===== src/rtl/spi_iccm_loader.sv =====
// spi_iccm_loader: buffers instruction words from the SPI receiver in a small
// FIFO, writes them to consecutive ICCM words over a req/gnt port, then
// releases the core reset once en_i is seen and all writes have drained.
//
// Optional feature macro: SPI_LOADER_CHECKSUM_EN adds checksum_o, a running
// modulo-2^DATA_WIDTH sum of every word granted to the ICCM.
//
// Handshake: a write transfers on every cycle where mem_req_o & mem_gnt_i.
// Once raised, mem_req_o stays high with mem_addr_o/mem_wdata_o stable until
// granted; it is never withdrawn except by reset.
//
// The word currently on the write port stays in the FIFO (as the head) until
// it is granted. An arriving word can be issued in the same cycle it is pushed
// when nothing older is waiting, giving a one-cycle rx_valid_i -> mem_req_o path.

module spi_iccm_loader #(
    parameter int                    DATA_WIDTH = 32,
    parameter int                    ADDR_WIDTH = 32,
    parameter logic [ADDR_WIDTH-1:0] BASE_ADDR  = '0,
    parameter int                    ICCM_WORDS = 4096,
    parameter int                    FIFO_DEPTH = 4
) (
    input  logic                  clk_i,
    input  logic                  rst_ni,
    input  logic                  en_i,
    input  logic [DATA_WIDTH-1:0] rx_word_i,
    input  logic                  rx_valid_i,
    output logic                  mem_req_o,
    output logic                  mem_we_o,
    output logic [3:0]            mem_be_o,
    output logic [ADDR_WIDTH-1:0] mem_addr_o,
    output logic [DATA_WIDTH-1:0] mem_wdata_o,
    input  logic                  mem_gnt_i,
    output logic                  system_rst_no,
    output logic                  load_done_o,
    output logic [ADDR_WIDTH-1:0] word_count_o,
`ifdef SPI_LOADER_CHECKSUM_EN
    output logic [DATA_WIDTH-1:0] checksum_o,
`endif
    output logic                  overflow_o
);

    localparam int PW = $clog2(FIFO_DEPTH);
    localparam int CW = PW + 1;
    localparam logic [ADDR_WIDTH-1:0] LP_MAX_IDX = ADDR_WIDTH'(ICCM_WORDS);

    typedef enum logic [1:0] {
        ST_LOAD  = 2'd0,
        ST_DRAIN = 2'd1,
        ST_DONE  = 2'd2
    } state_t;

    state_t                r_state;
    logic [DATA_WIDTH-1:0] r_mem [FIFO_DEPTH];
    logic [PW-1:0]         r_wr_ptr;
    logic [PW-1:0]         r_rd_ptr;
    logic [CW-1:0]         r_count;
    logic                  r_req;
    logic [ADDR_WIDTH-1:0] r_addr;
    logic [DATA_WIDTH-1:0] r_wdata;
    logic [ADDR_WIDTH-1:0] r_idx;
    logic                  r_ovf;

    logic                  w_fire;
    logic                  w_full;
    logic                  w_discard;
    logic                  w_pop;
    logic                  w_push;
    logic                  w_drop;
    logic [ADDR_WIDTH-1:0] w_idx_next;
    logic [PW-1:0]         w_issue_ptr;
    logic                  w_head_avail;
    logic                  w_issue;
    logic [DATA_WIDTH-1:0] w_issue_data;
    logic                  w_req_next;
    logic [CW-1:0]         w_cnt_next;
    logic [ADDR_WIDTH-1:0] w_addr_next;

    // Push/pop/issue decisions for this cycle.
    always_comb begin
        w_fire       = r_req & mem_gnt_i;
        w_full       = (r_count == CW'(FIFO_DEPTH));
        // Past the ICCM bound, queued words are thrown away one per cycle.
        w_discard    = !r_req && (r_count != '0) && (r_idx == LP_MAX_IDX);
        w_pop        = w_fire | w_discard;
        w_push       = rx_valid_i && (r_state == ST_LOAD) && (!w_full || w_pop);
        w_drop       = rx_valid_i && !w_push;
        w_idx_next   = r_idx + ADDR_WIDTH'(w_fire);
        // The in-flight word is the FIFO head, so the next candidate sits
        // one slot further on while a request is outstanding.
        w_issue_ptr  = r_rd_ptr + PW'(r_req);
        w_head_avail = (r_count > CW'(r_req));
        w_issue      = (!r_req || w_fire) && (w_head_avail || w_push) &&
                       (w_idx_next != LP_MAX_IDX);
        w_issue_data = w_head_avail ? r_mem[w_issue_ptr] : rx_word_i;
        w_req_next   = w_issue | (r_req & !w_fire);
        w_cnt_next   = r_count + CW'(w_push) - CW'(w_pop);
        w_addr_next  = BASE_ADDR + (w_idx_next << 2);
    end

    // FIFO storage; contents need no reset because the count gates every read.
    always_ff @(posedge clk_i) begin
        if (w_push) begin
            r_mem[r_wr_ptr] <= rx_word_i;
        end
    end

    // FIFO pointers, write port registers, word index and overflow flag.
    always_ff @(posedge clk_i or negedge rst_ni) begin
        if (!rst_ni) begin
            r_wr_ptr <= '0;
            r_rd_ptr <= '0;
            r_count  <= '0;
            r_req    <= 1'b0;
            r_addr   <= BASE_ADDR;
            r_wdata  <= '0;
            r_idx    <= '0;
            r_ovf    <= 1'b0;
        end else begin
            if (w_push) begin
                r_wr_ptr <= r_wr_ptr + 1'b1;
            end
            if (w_pop) begin
                r_rd_ptr <= r_rd_ptr + 1'b1;
            end
            r_count <= w_cnt_next;
            r_req   <= w_req_next;
            if (w_issue) begin
                r_addr  <= w_addr_next;
                r_wdata <= w_issue_data;
            end
            if (w_fire) begin
                r_idx <= w_idx_next;
            end
            if (w_drop || w_discard) begin
                r_ovf <= 1'b1;
            end
        end
    end

    // Load sequencing: LOAD until en_i, DRAIN until nothing is left, then DONE.
    always_ff @(posedge clk_i or negedge rst_ni) begin
        if (!rst_ni) begin
            r_state <= ST_LOAD;
        end else begin
            case (r_state)
                ST_LOAD: begin
                    if (en_i) begin
                        r_state <= ST_DRAIN;
                    end
                end
                ST_DRAIN: begin
                    if ((w_cnt_next == '0) && !w_req_next) begin
                        r_state <= ST_DONE;
                    end
                end
                ST_DONE: begin
                    r_state <= ST_DONE;
                end
                default: begin
                    r_state <= ST_LOAD;
                end
            endcase
        end
    end

`ifdef SPI_LOADER_CHECKSUM_EN
    logic [DATA_WIDTH-1:0] r_sum;

    // Running sum of granted words, held once loading is complete.
    always_ff @(posedge clk_i or negedge rst_ni) begin
        if (!rst_ni) begin
            r_sum <= '0;
        end else if (w_fire && (r_state != ST_DONE)) begin
            r_sum <= r_sum + r_wdata;
        end
    end

    assign checksum_o = r_sum;
`endif

    assign mem_req_o     = r_req;
    assign mem_we_o      = r_req;
    assign mem_be_o      = r_req ? 4'hF : 4'h0;
    assign mem_addr_o    = r_addr;
    assign mem_wdata_o   = r_wdata;
    assign system_rst_no = (r_state == ST_DONE);
    assign load_done_o   = (r_state == ST_DONE);
    assign word_count_o  = r_idx;
    assign overflow_o    = r_ovf;

endmodule


===== config.mk =====
export PLATFORM = sky130hd
export DESIGN_NAME = spi_iccm_loader
export DESIGN_NICKNAME = d
export VERILOG_FILES = /design/src/rtl/spi_iccm_loader.sv
export SDC_FILE = /design/constraint.sdc
export NUM_CORES = 1
export LEC_CHECK = 0
export ABC_AREA = 1
export BUFFER_PORTS_ARGS = -buffer_cell sky130_fd_sc_hd__buf_2
export CORE_ASPECT_RATIO = 0.75
export CORE_MARGIN = 1
export CORE_UTILIZATION = 51
export DETAILED_ROUTE_END_ITERATION = 7
export GPL_TIMING_DRIVEN = 0
export PLACE_DENSITY = 0.72
export SLEW_MARGIN = 20
export SYNTH_ARGS = -nofsm -noshare
export SYNTH_HDL_FRONTEND = slang
export SYNTH_SLANG_ARGS = --single-unit

===== constraint.sdc =====
create_clock -name clk_i -period 4.6 [get_ports clk_i]
set_clock_uncertainty 0.15 [all_clocks]
set_input_delay 0.92 -clock clk_i [delete_from_list [all_inputs] [get_ports clk_i]]
set_output_delay 0.92 -clock clk_i [all_outputs]
set_load 0.05 [all_outputs]

# == Word level (Yosys, flattened, before mapping) ==
# Memories as Yosys holds them, arrays and structs flattened.
# Cells that the tools add are included.
# word_totals
mem_count,1
mem_bits_rw,128
out_inout_bits,105
register_bits,105
inputBits,37
word_cells,56
# op_classes
n_reduce_logical,21
add_sub_neg,6
n_bitwise,4
muxes,7
eq_ne,7
magnitude_cmp,1
# memory_table
memory,words,word_bits,read_ports,rd_clocked_by_memory_dff,wr,line_no,source
r_mem,4,32,1,0,1,54,logic [DATA_WIDTH-1:0] r_mem [FIFO_DEPTH];
# ops
op,count
adder 32 x 1 -> 32 bit,1
== test 32 x 13 -> 1 bit (second input constant),1
2-to-1 mux 32 bit,1
inequality test 32 x 13 -> 1 bit (second input constant),1
logical AND 1 bit,8
one-hot mux 2 bit (3 select lines),1
zero test 1 bit,5
adder 2 x 1 -> 2 bit (second input constant),2
logical OR 1 bit,4
2-to-1 mux 2 bit,2
2-to-1 mux 4 bit,1
inequality test 2 bit (second input constant),2
adder 3 x 1 -> 3 bit,1
== test 3 bit (second input constant),1
greater-than comparator 3 x 1 -> 1 bit,1
zero test 3 bit,1
nonzero test 3 bit,1
subtractor 3 x 1 -> 3 bit,1
adder 2 x 1 -> 2 bit,1
bitwise AND 1 bit,2
== test 2 x 1 -> 1 bit (second input constant),1
== test 2 bit (second input constant),1
zero test 2 bit,1
2-to-1 mux 1 bit,2
other kinds (2),3

# == Logic depth before layout (Yosys ltp) ==
# Gate-level depths: netlist of run 1.
# logic_depth
depth_word,14
mapped_depth,25

# == Least setup slack after synthesis of run 1 ==
# Ideal clock, no wire load.
# synth_path
path_type,input port to flip-flop
start,input port mem_gnt_i
end,register r_state[0]
t_arrival_ns,3.660
n_path_buf,4
setup_slack_ns,0.674
stages,25
required_ns,4.334
cell_sequence,nand2_1 > clkbuf_1 > inv_1 > clkbuf_1 > clkbuf_1 > ha_1 > ha_1 > nand2_1 > nor2_4 > nand2_2 > nor2_4 > nand2_1 > nand2_1 > nand2_1 > nor2_1 > nand2_1 > nor2_1 > nand3_1 > nand2_2 > buf_6 > nand3_2 > nand2_2 > nand2_2 > nand2_1 > nand2_1
# synth_between
elab_chain_len,12
# synth_rtl
item,line_no,source
"start, declared",33,"input logic mem_gnt_i,"
bitwise AND 1 bit *,81,w_fire = r_req & mem_gnt_i;
"parallel branches: the longest is 8 deep, another holds adder 32 x 1 -> 32 bit",-,
logical AND 1 bit *,153,if ((w_cnt_next == '0) && !w_req_next) begin
inequality test 2 bit (no line) *,-,
AND reduction 2 bit (no line) *,-,
"end signal, assigned",154,r_state <= ST_DONE;
"end signal, assigned",158,r_state <= ST_DONE;
"end signal, assigned",161,r_state <= ST_LOAD;
"end, declared",53,state_t r_state;
# Mark *: on every way between the ends.
# A chain may end at the register's enable or synchronous reset.

# == Final worst setup path of run 1 ==
# layout_path
start,"register r_req, in the netlist mem_req_o"
end,"register r_wdata[22], in the netlist mem_wdata_o[22]"
# layout_between
elab_chain_len,9
# layout_rtl
item,line_no,source
"start, declared",58,logic r_req;
"start signal, assigned",127,r_req <= w_req_next;
"parallel branches: the longest is 9 deep, another holds adder 32 x 1 -> 32 bit",-,
"end signal, assigned",130,r_wdata <= w_issue_data;
"end, declared",60,logic [DATA_WIDTH-1:0] r_wdata;
# Parallel ways; which one is timed is not known.

==> flow_summary.yaml, run 1 <==
synthesis:
  synth_ff_type: "edfxtp_1"
  synthXorXnorAreaFrac_pct: 0.584
  yosys-top-cells-count: "217 x nand2_1, 146 x nor2_1, 142 x o21ai_0"
  synth_cell_types: 35
  syn_inst: 1039
  synth_area_leaders: "edfxtp_1 37%, dfrtp_1 25%, nand2_1 7.8%"
  synth_edf_count: 128
  synth_top_family_by_area: "simple AND/OR/NAND/NOR gates"
  yosys.area_share.simple_pct: 17.6
  yosysTopAreaCell: "edfxtp_1"
  ys_ff_latch: 233
  yosysMostFrequentCell: "nand2_1"
  netlist_area_sq_um: 10500
  yosys.area.top_type_share_pct: 36.6
  seq_area_frac_synth_pct: 61.7
  yosysWarnings: 0
  async_reset_ff_share_pct: 45.1
  synth_compound_area_share_pct: 13.0
  postSynthAreaPerCell_sq_um: 10.1
  synth_fa_ha_area_share_pct: 1.98
  synthMuxAreaShare_pct: 0
timing:
  finalMaxSlewViolations: 0
  max_freq_ghz: 0.243
  period_share_pct: 89.6
  grt_setup_unrepaired: "false"
  period_needed_ns: 4.12
  hold_viol_final: 0
  whs_ns: 0.207
  tightest_slew_ns: 0.742
  timing.final.ws_setup_ns: 0.480
  setup_violations: 0
  slew_headroom_pct: 50.4
cts:
  h-tree-depth: 1
  cts_buffers: 24
  insertion_delay_ns: 0.51
  clock_path_buffers: 3
  cts_sinks: 233
  cts_tree: "yes"
  clkTransAtPathRegs_ns: 0.06
  post-cts-setup-buffers: 0
  cts-root-buf: "clkbuf_16"
final_layout:
  nFillCells: 1669
  seqCellArea_sq_um: 6470
  final_cells: 1483
  area_delta_synth_final_pct: 19.2
  final_nets: 1261
  final_util_pct: 61.9
  layout-drive-gt1-share_pct: 19.1
  multi_input_area_sq_um: 3510
critical_path:
  critPathKind: "flip-flop to flip-flop"
  cpLargestDelayFamily: "simple AND/OR/NAND/NOR gates"
  crit_path_start_kind: "flip-flop"
  crit_start: "mem_req_o"
  crit_required_ns: 4.82
  cp-end-kind: "flip-flop"
  critPathMostFrequentCell: "nand2_1"
  cp_slowest_stage_delay_ns: 0.50
  cpMaxStageDelayCell: "dfrtp_2"
  path_buf_inv: 4
  path_cells: "nand2_2 > clkinvlp_4 > clkbuf_2 > ha_1 > ha_1 > nand2_1 > nor2_4 > nand3_2 > nand2_1 > nand2_1 > nor2_1 > nand2_1 > nor3_1 > nand3_1 > nand2_2 > buf_6 > buf_2 > o21ai_0"
  cp.arrival_ns: 4.34
  r2r-start: "mem_req_o"
  cp_max_fo: 12
power:
  swShare_pct: 46.5
  seq_power_share_pct: 29.8
  pwr-share-clk_pct: 20.3
  internal_power_mw: 5.42
  power_mw: 10.1
  vdd_drop_max_mv: 0.496
  p_per_area_nw_per_um2: 809
  leakage_nw: 5.20
  combPwrFrac_pct: 49.9
  power_switching_mw: 4.70
run_status:
  status: "finished, final reports clean"
hold_path:
  holdCritPathClass: "input pin to asynchronous set/reset pin"
floorplan:
  dieArea_sq_um: 21200
  fp-row-count: 45
  start_util_pct: 51.9
  ios: 142
  coreArea_sq_um: 20200
  die_w_um: 168
  die_h_um: 126
route:
  viasPerCell: 5.50
  wl_per_cell_um: 18.0
  ant_nets: 0
  drc: 0
  firstDrtPassIters: 5
  dr.first_iter.drc_count: 883
  wirelength_um: 26700
  num_vias: 8158
global_routing:
  track_usage_pct: 25.6
  grt-ovfl-total: 0
  grt_max_degree: 59
  grt_first_pass_wirelength_um: 42200
  antenna_found_initial: 1
  grt_pass1_vias: 7791
placed_design:
  place_hpwl_um: 18700
  place.gp.congestion: 0.945
  port_buffers: 139
  place_worst_setup_slack_ns: -0.586
  dpl.cell_count: 1442
flow_run:
  drv_cap: 0
[metal layers]
layer,part of all wire (%),up-vias,wire (um),track usage (%)
met1,48,3897,12900,39.8
li1,-,3905,-,-
met5,0,-,0,0
met4,1.8,0,470,6.58
met3,7.4,37,1970,4.31
met2,43,319,11400,37.1
[worst paths after layout]
kind / cells after the start / end / slack (ns)
worst max-delay path: 18 / mem_wdata_o[22] / 0.48
worst min-delay path: 1 / mem_addr_o[9] / 0.21
worst max register to register: 18 / mem_wdata_o[22] / 0.48
worst min register to register: 2 / mem_wdata_o[8] / 0.33
max in group asynchronous: 2 / word_count_o[28] / 3.44
min in group clk_i: 2 / mem_wdata_o[8] / 0.33
[timing repair]
item | CTS | global route
pin swaps | 0 | 0
gates resized for setup | 1 | 3
hold buffers | 0 | 0
endpoints found under the setup margin | 64 | 65
gates cloned | 0 | 0
[per-stage QoR]
step                TNS (ns)  area, sq um
floorplan                  0        10500
global placement      -29.48        11500
detailed placement    -31.31        11700
CTS                        0        12500
global route               0        12500
finish                     0        12500
[sequential cells by signal (all words and copies together), names as in the netlist, 2 cells and up]
register	count
mem_addr_o	30
mem_wdata_o	32
r_count	3
r_mem	128
r_rd_ptr	2
r_state	2
r_wr_ptr	2
word_count_o	32
[cell families after synthesis]
family	after synthesis
buffers and inverters	120
adder cells (fa/ha/maj)	16
flip-flops	233
AND/OR/NAND/NOR	434
AO/OA/AOI/OAI	228
other	1
XOR/XNOR	7
[power groups by stage]
stage	clock network, mW	registers, mW	logic (mW)
after floorplan	0	4.04	2.54
after global placement	0	3.04	4.89
after detailed placement	0	3.05	5.03
after CTS	2.08	3.01	5.05
after global routing	2.17	3.06	5.49
final	2.06	3.02	5.05
[cells in the final DEF, fill, tap and decap left out, types with 25 or more instances in the layout]
cell       netlist  final
clkbuf_16        0     25
buf_2            3    141
clkbuf_1        29     27
o21bai_1        32     32
nand2_1        217    216
inv_1           61     60
o21ai_0        142    142
edfxtp_1       128    128
dfrtp_1        105    104
nand3_1         26     26
nor2_1         146    142
o221ai_1        32     32
[cell type report]
type	count	share of cell area (%)
Sequential cell	233	51.7
Multi-Input combinational cell	687	28.1
Timing Repair Buffer	144	6.55
Clock buffer	29	5.36
Tap cell	258	2.58
Buffer	54	2.36
Inverter	64	1.95
Clock inverter	13	1.33
Antenna cell	1	0.0200
(Power assumes the default switching activity.)
==> run 2, diff against run 1 <==
- clock period: 4.6 -> 4.9 ns (I/O delays scaled with it)
==> run 2 against run 1 <==
Combinational power is 5.9% lower. Final cell count hardly changed. Routed wire length is 0.23% higher. Utilization stayed put. Hold slack better by 0.061 ns. First-iteration DRC count is 6.5% higher. Clock-buffer cell count stayed put. Critical path depth stayed put. Non-clock buffer count is 1 higher. Via count is 0.15% higher. Critical path type unchanged.
==> flow_summary.yaml, run 2 (synthesis gave the netlist of run 1 again) <==
route:
  viasPerCell: 5.51
  dr.first_iter.drc_count: 940
  firstDrtPassIters: 6
  num_vias: 8170
  drc: 0
  wl_per_cell_um: 18.0
  wirelength_um: 26700
  ant_nets: 0
final_layout:
  final_cell_mix: "217 x nand2_1, 142 x nor2_1, 142 x o21ai_0, 141 x buf_2, 128 x edfxtp_1"
  top_register: "r_mem"
  layout-drive-gt1-share_pct: 18.9
  largest_reg_flops: 128
  final_util_pct: 61.9
  layout_commonest_cell: "nand2_1"
  fin_area_sq_um: 12500
  nFillCells: 1670
  final_nets: 1262
  area_delta_synth_final_pct: 19.2
  final_cells: 1484
timing:
  finalSetupTns_ns: 0
  hold_viol_final: 0
  slew_headroom_pct: 50.4
  max_freq_ghz: 0.224
  period_needed_ns: 4.46
  tightest_slew_ns: 0.743
  period_share_pct: 90.9
  finalMaxSlewViolations: 0
  grt_setup_unrepaired: "false"
  setup_violations: 0
  timing.final.ws_setup_ns: 0.445
run_status:
  status: "finished, final reports clean"
cts:
  cts_tree: "yes"
  cts_buffers: 24
  post-cts-setup-buffers: 0
  insertion_delay_ns: 0.51
  clock_path_buffers: 3
  cts-root-buf: "clkbuf_16"
  h-tree-depth: 1
  clkTransAtPathRegs_ns: 0.06
  cts_sinks: 233
critical_path:
  cp-end-kind: "flip-flop"
  r2r-start: "mem_req_o"
  ff2ff_path_depth: 18
  critPathKind: "flip-flop to flip-flop"
  cp_max_fo: 12
  rrSetupSlack_ns: 0.44
  crit_path_start_kind: "flip-flop"
  cp.arrival_ns: 4.68
  crit_required_ns: 5.12
  worstReg2RegEnd: "mem_wdata_o[22]"
floorplan:
  die_w_um: 168
  fp-row-count: 45
  die_h_um: 126
  ios: 142
  coreArea_sq_um: 20200
  dieArea_sq_um: 21200
  start_util_pct: 51.9
global_routing:
  grt-ovfl-total: 0
  grt_max_degree: 59
  antenna_found_initial: 1
  track_usage_pct: 25.6
  grt_pass1_vias: 7795
  grt_first_pass_wirelength_um: 42200
placed_design:
  dpl_cell_area_sq_um: 11700
  port_buffers: 139
  place.gp.congestion: 0.945
  dpl.cell_count: 1442
  place_worst_setup_slack_ns: -0.346
  place_hpwl_um: 18700
power:
  p_per_area_nw_per_um2: 760
  vdd_drop_max_mv: 0.466
  leakage_nw: 5.21
hold_path:
  holdCritPathClass: "input pin to asynchronous set/reset pin"
flow_run:
  drv_cap: 0
## run 2: cell types whose count changed in the layout (fill, tap and decap cells not counted)
cell	before	now
nand2_2	10	9
nand2_1	216	217
dfrtp_1	104	105
dfrtp_2	1	0
clkbuf_1	27	28
## run 2: how the worst max path moves through the flow
stage | slack [ns] | end | startpoint
after floorplan | 0.91 | r_state[0] | mem_gnt_i
after global placement | -0.28 | mem_wdata_o[22] | mem_gnt_i
after detailed placement | -0.35 | mem_wdata_o[22] | mem_gnt_i
after CTS | 0.05 | mem_wdata_o[22] | mem_req_o
after global routing | 0.08 | mem_wdata_o[22] | mem_req_o
final | 0.44 | mem_wdata_o[22] | mem_req_o
## run 2: power breakdown
group | switching (mW) | total (mW) | internal (mW)
Combinational | 3.41 | 4.75 | 1.34
Clock | 0.746 | 1.92 | 1.18
Sequential | 0.264 | 2.83 | 2.57
Total | 4.42 | 9.50 | 5.09
## run 2: critical path, cell delays in order (launching register included)
cell        delay, ns
dfrtp_1          0.52
nand2_1          0.15
clkbuf_1         0.43
clkinvlp_4       0.40
clkbuf_2         0.30
ha_1             0.27
ha_1             0.24
nand3_1          0.13
nor2_1           0.09
nand2_1          0.09
nand2_1          0.07
nor2_1           0.15
nand3_1          0.13
nor3_1           0.29
nand3_1          0.18
nand2_2          0.12
buf_6            0.19
buf_2            0.26
o21ai_0          0.13
## run 2: stage by stage
stage,power [mW],hold WS (ns)
6_report,9.50,0.269
5_1_grt,10.1,0.290
4_1_cts,9.53,0.282
3_5_place_dp,7.58,0.319
3_3_place_gp,7.45,0.310
2_1_floorplan,6.18,0.315
## run 2: layout make-up
class / count / area, sq um / area share [%]
clock buffer: 29 / 671 / 5.36
timing repair buffer: 144 / 820 / 6.55
inverter: 64 / 244 / 1.95
sequential: 233 / 6470 / 51.7
antenna: 1 / 2.50 / 0.0200
clock inverter: 13 / 166 / 1.33
multi-input combinational: 687 / 3510 / 28.1
tap: 258 / 323 / 2.58
buffer: 55 / 299 / 2.39
## run 2: timing repair
item                       in CTS  in global routing
gates resized for setup         0                  3
setup endpoints to repair       0                 65
hold buffers                    0                  0
## run 2: routing by layer
| layer | part of all wire [%] | track usage (%) | routed length (um) | up-vias |
|---|---|---|---|---|
| met5 | 0 | 0 | 0 | - |
| met4 | 1.9 | 6.58 | 500 | 0 |
| met3 | 7.5 | 4.31 | 2010 | 43 |
| met2 | 42 | 37.1 | 11300 | 331 |
| met1 | 48 | 39.8 | 12900 | 3893 |
| li1 | - | - | - | 3903 |
==> run 3, diff against run 2 <==
==> constraint.sdc (replaced) <==
create_clock -name clk_i -period 4.9 [get_ports clk_i]
set_clock_uncertainty 0.15 [all_clocks]
set_input_delay 0.49 -clock clk_i [delete_from_list [all_inputs] [get_ports clk_i]]
set_output_delay 0.49 -clock clk_i [all_outputs]
set_load 0.05 [all_outputs]
==> run 3 against run 2 <==
Via count hardly changed. Global-route usage stayed put. Routed wire length is 0.16% lower. Hold slack worse by 0.21 ns. Sequential share of layout area hardly changed. Critical path depth stayed put.
==> flow_summary.yaml, run 3 (synthesis gave the netlist of run 1 again) <==
final_layout:
  largest_reg_flops: 128
  top_register: "r_mem"
  layout_commonest_cell: "nand2_1"
  area_delta_synth_final_pct: 19.3
  seqCellArea_sq_um: 6470
  nFillCells: 1671
  final_util_pct: 61.9
  multi_input_area_sq_um: 3510
  final_cell_mix: "217 x nand2_1, 142 x nor2_1, 142 x o21ai_0, 141 x buf_2, 128 x edfxtp_1"
  final_cells: 1485
  final_nets: 1263
  layout-drive-gt1-share_pct: 18.9
floorplan:
  coreArea_sq_um: 20200
  die_w_um: 168
  die_h_um: 126
  dieArea_sq_um: 21200
  start_util_pct: 51.9
  ios: 142
  fp-row-count: 45
flow_run:
  drv_cap: 0
timing:
  finalMaxSlewViolations: 0
  finalSetupTns_ns: 0
  whs_ns: 0.0576
  tightest_slew_ns: 0.765
  max_freq_ghz: 0.225
  period_share_pct: 90.8
  grt_setup_unrepaired: "false"
  hold_viol_final: 0
  slew_headroom_pct: 48.9
  setup_violations: 0
  period_needed_ns: 4.45
cts:
  cts_buffers: 24
  cts-root-buf: "clkbuf_16"
  cts_sinks: 233
  clock_path_buffers: 3
  post-cts-setup-buffers: 0
  clkTransAtPathRegs_ns: 0.06
  cts_tree: "yes"
  h-tree-depth: 1
  insertion_delay_ns: 0.51
critical_path:
  r2r-start: "mem_req_o"
  path_cells: "nand2_1 > clkbuf_1 > clkinvlp_4 > clkbuf_2 > ha_1 > ha_1 > nand3_1 > nor2_1 > nand2_1 > nand2_1 > nor2_1 > nand3_1 > nor3_1 > nand3_1 > nand2_2 > buf_6 > buf_2 > o21ai_0"
  crit_required_ns: 5.12
  cpLargestDelayFamily: "buffers and inverters"
  rrSetupSlack_ns: 0.45
  worstReg2RegEnd: "mem_wdata_o[22]"
  crit_path_start_kind: "flip-flop"
  cp-end-kind: "flip-flop"
  cp_slowest_stage_delay_ns: 0.52
  cp_max_fo: 12
  cpMaxStageDelayCell: "dfrtp_1"
  path_buf_inv: 5
  critPathKind: "flip-flop to flip-flop"
  ff2ff_path_depth: 18
  cp.arrival_ns: 4.67
global_routing:
  grt_pass1_vias: 7795
  grt_max_degree: 59
  grt_first_pass_wirelength_um: 42200
  track_usage_pct: 25.6
  grt-ovfl-total: 0
  antenna_found_initial: 1
hold_path:
  holdCritPathClass: "input pin to flip-flop"
  hp-start: "rx_word_i[12]"
  hold_path_end: "r_mem[1][12]"
  hold_path_depth: 1
route:
  wl_per_cell_um: 18.0
  firstDrtPassIters: 6
  drc: 0
  wirelength_um: 26700
  ant_nets: 0
  viasPerCell: 5.50
  dr.first_iter.drc_count: 859
  num_vias: 8166
power:
  p_per_area_nw_per_um2: 759
  vdd_drop_max_mv: 0.466
  leakage_nw: 5.21
  power_mw: 9.50
run_status:
  status: "finished, final reports clean"
placed_design:
  dpl.cell_count: 1442
  place_hpwl_um: 18700
  place.gp.congestion: 0.945
  port_buffers: 139
-- run 3: changes by cell type in the layout (fill, tap and decap cells not counted), sizes merged --
cell / before / now
dlygate4sd3: 0 / 1
-- run 3: final cells by class --
class | instances | share of cell area (%)
flip-flops and latches | 233 | 51.7
multi-input cells | 687 | 28.1
repair buffers | 145 | 6.63
clock buffers | 29 | 5.36
well taps | 258 | 2.58
plain buffers | 55 | 2.39
inverters | 64 | 1.95
clock inverters | 13 | 1.33
diodes | 1 | 0.0200
-- run 3: layer usage --
| metal | vias up | global-route usage (%) | share of wire [%] |
|---|---|---|---|
| li1 | 3898 | - | - |
| met1 | 3859 | 39.8 | 48 |
| met2 | 368 | 37.1 | 42 |
| met3 | 41 | 4.31 | 7.7 |
| met4 | 0 | 6.58 | 1.8 |
| met5 | - | 0 | 0 |
-- run 3: power by group --
group,internal [mW],switching (mW)
clock,1.18,0.750
combinational,1.34,3.40
sequential,2.57,0.263
-- run 3: through the flow --
stage / worst slack, ns / cell area, sq um
after floorplan: 1.07 / 10500
after global placement: 0.204 / 11500
after detailed placement: 0.113 / 11700
after CTS: 0.0520 / 12500
after global routing: 0.0802 / 12500
final: 0.449 / 12500
-- run 3: worst register-to-register path, delay by kind of cell, from the launching register on --
family / cells / cell delay, ns
buf+inv: 5 / 1.59
fa+ha+maj: 2 / 0.51
flops: 1 / 0.52
compound gates: 1 / 0.13
simple gates: 10 / 1.42
-- run 3: timing repair --
item | in CTS | in global routing
hold buffers | 1 | 0
endpoints found under the setup margin | 0 | 65
resized for setup | 0 | 3
endpoints found under the hold margin | 47 | 0
-- run 3: worst max-delay path by stage --
stage / start / to / slack (ns) / cells past startpoint
3_5_place_dp: mem_req_o / mem_wdata_o[22] / 0.11 / 22
6_report: mem_req_o / mem_wdata_o[22] / 0.45 / 18
4_1_cts: mem_req_o / mem_wdata_o[22] / 0.05 / 22
3_3_place_gp: mem_req_o / mem_wdata_o[22] / 0.20 / 20
2_1_floorplan: mem_req_o / r_state[0] / 1.07 / 25
5_1_grt: mem_req_o / mem_wdata_o[22] / 0.08 / 19
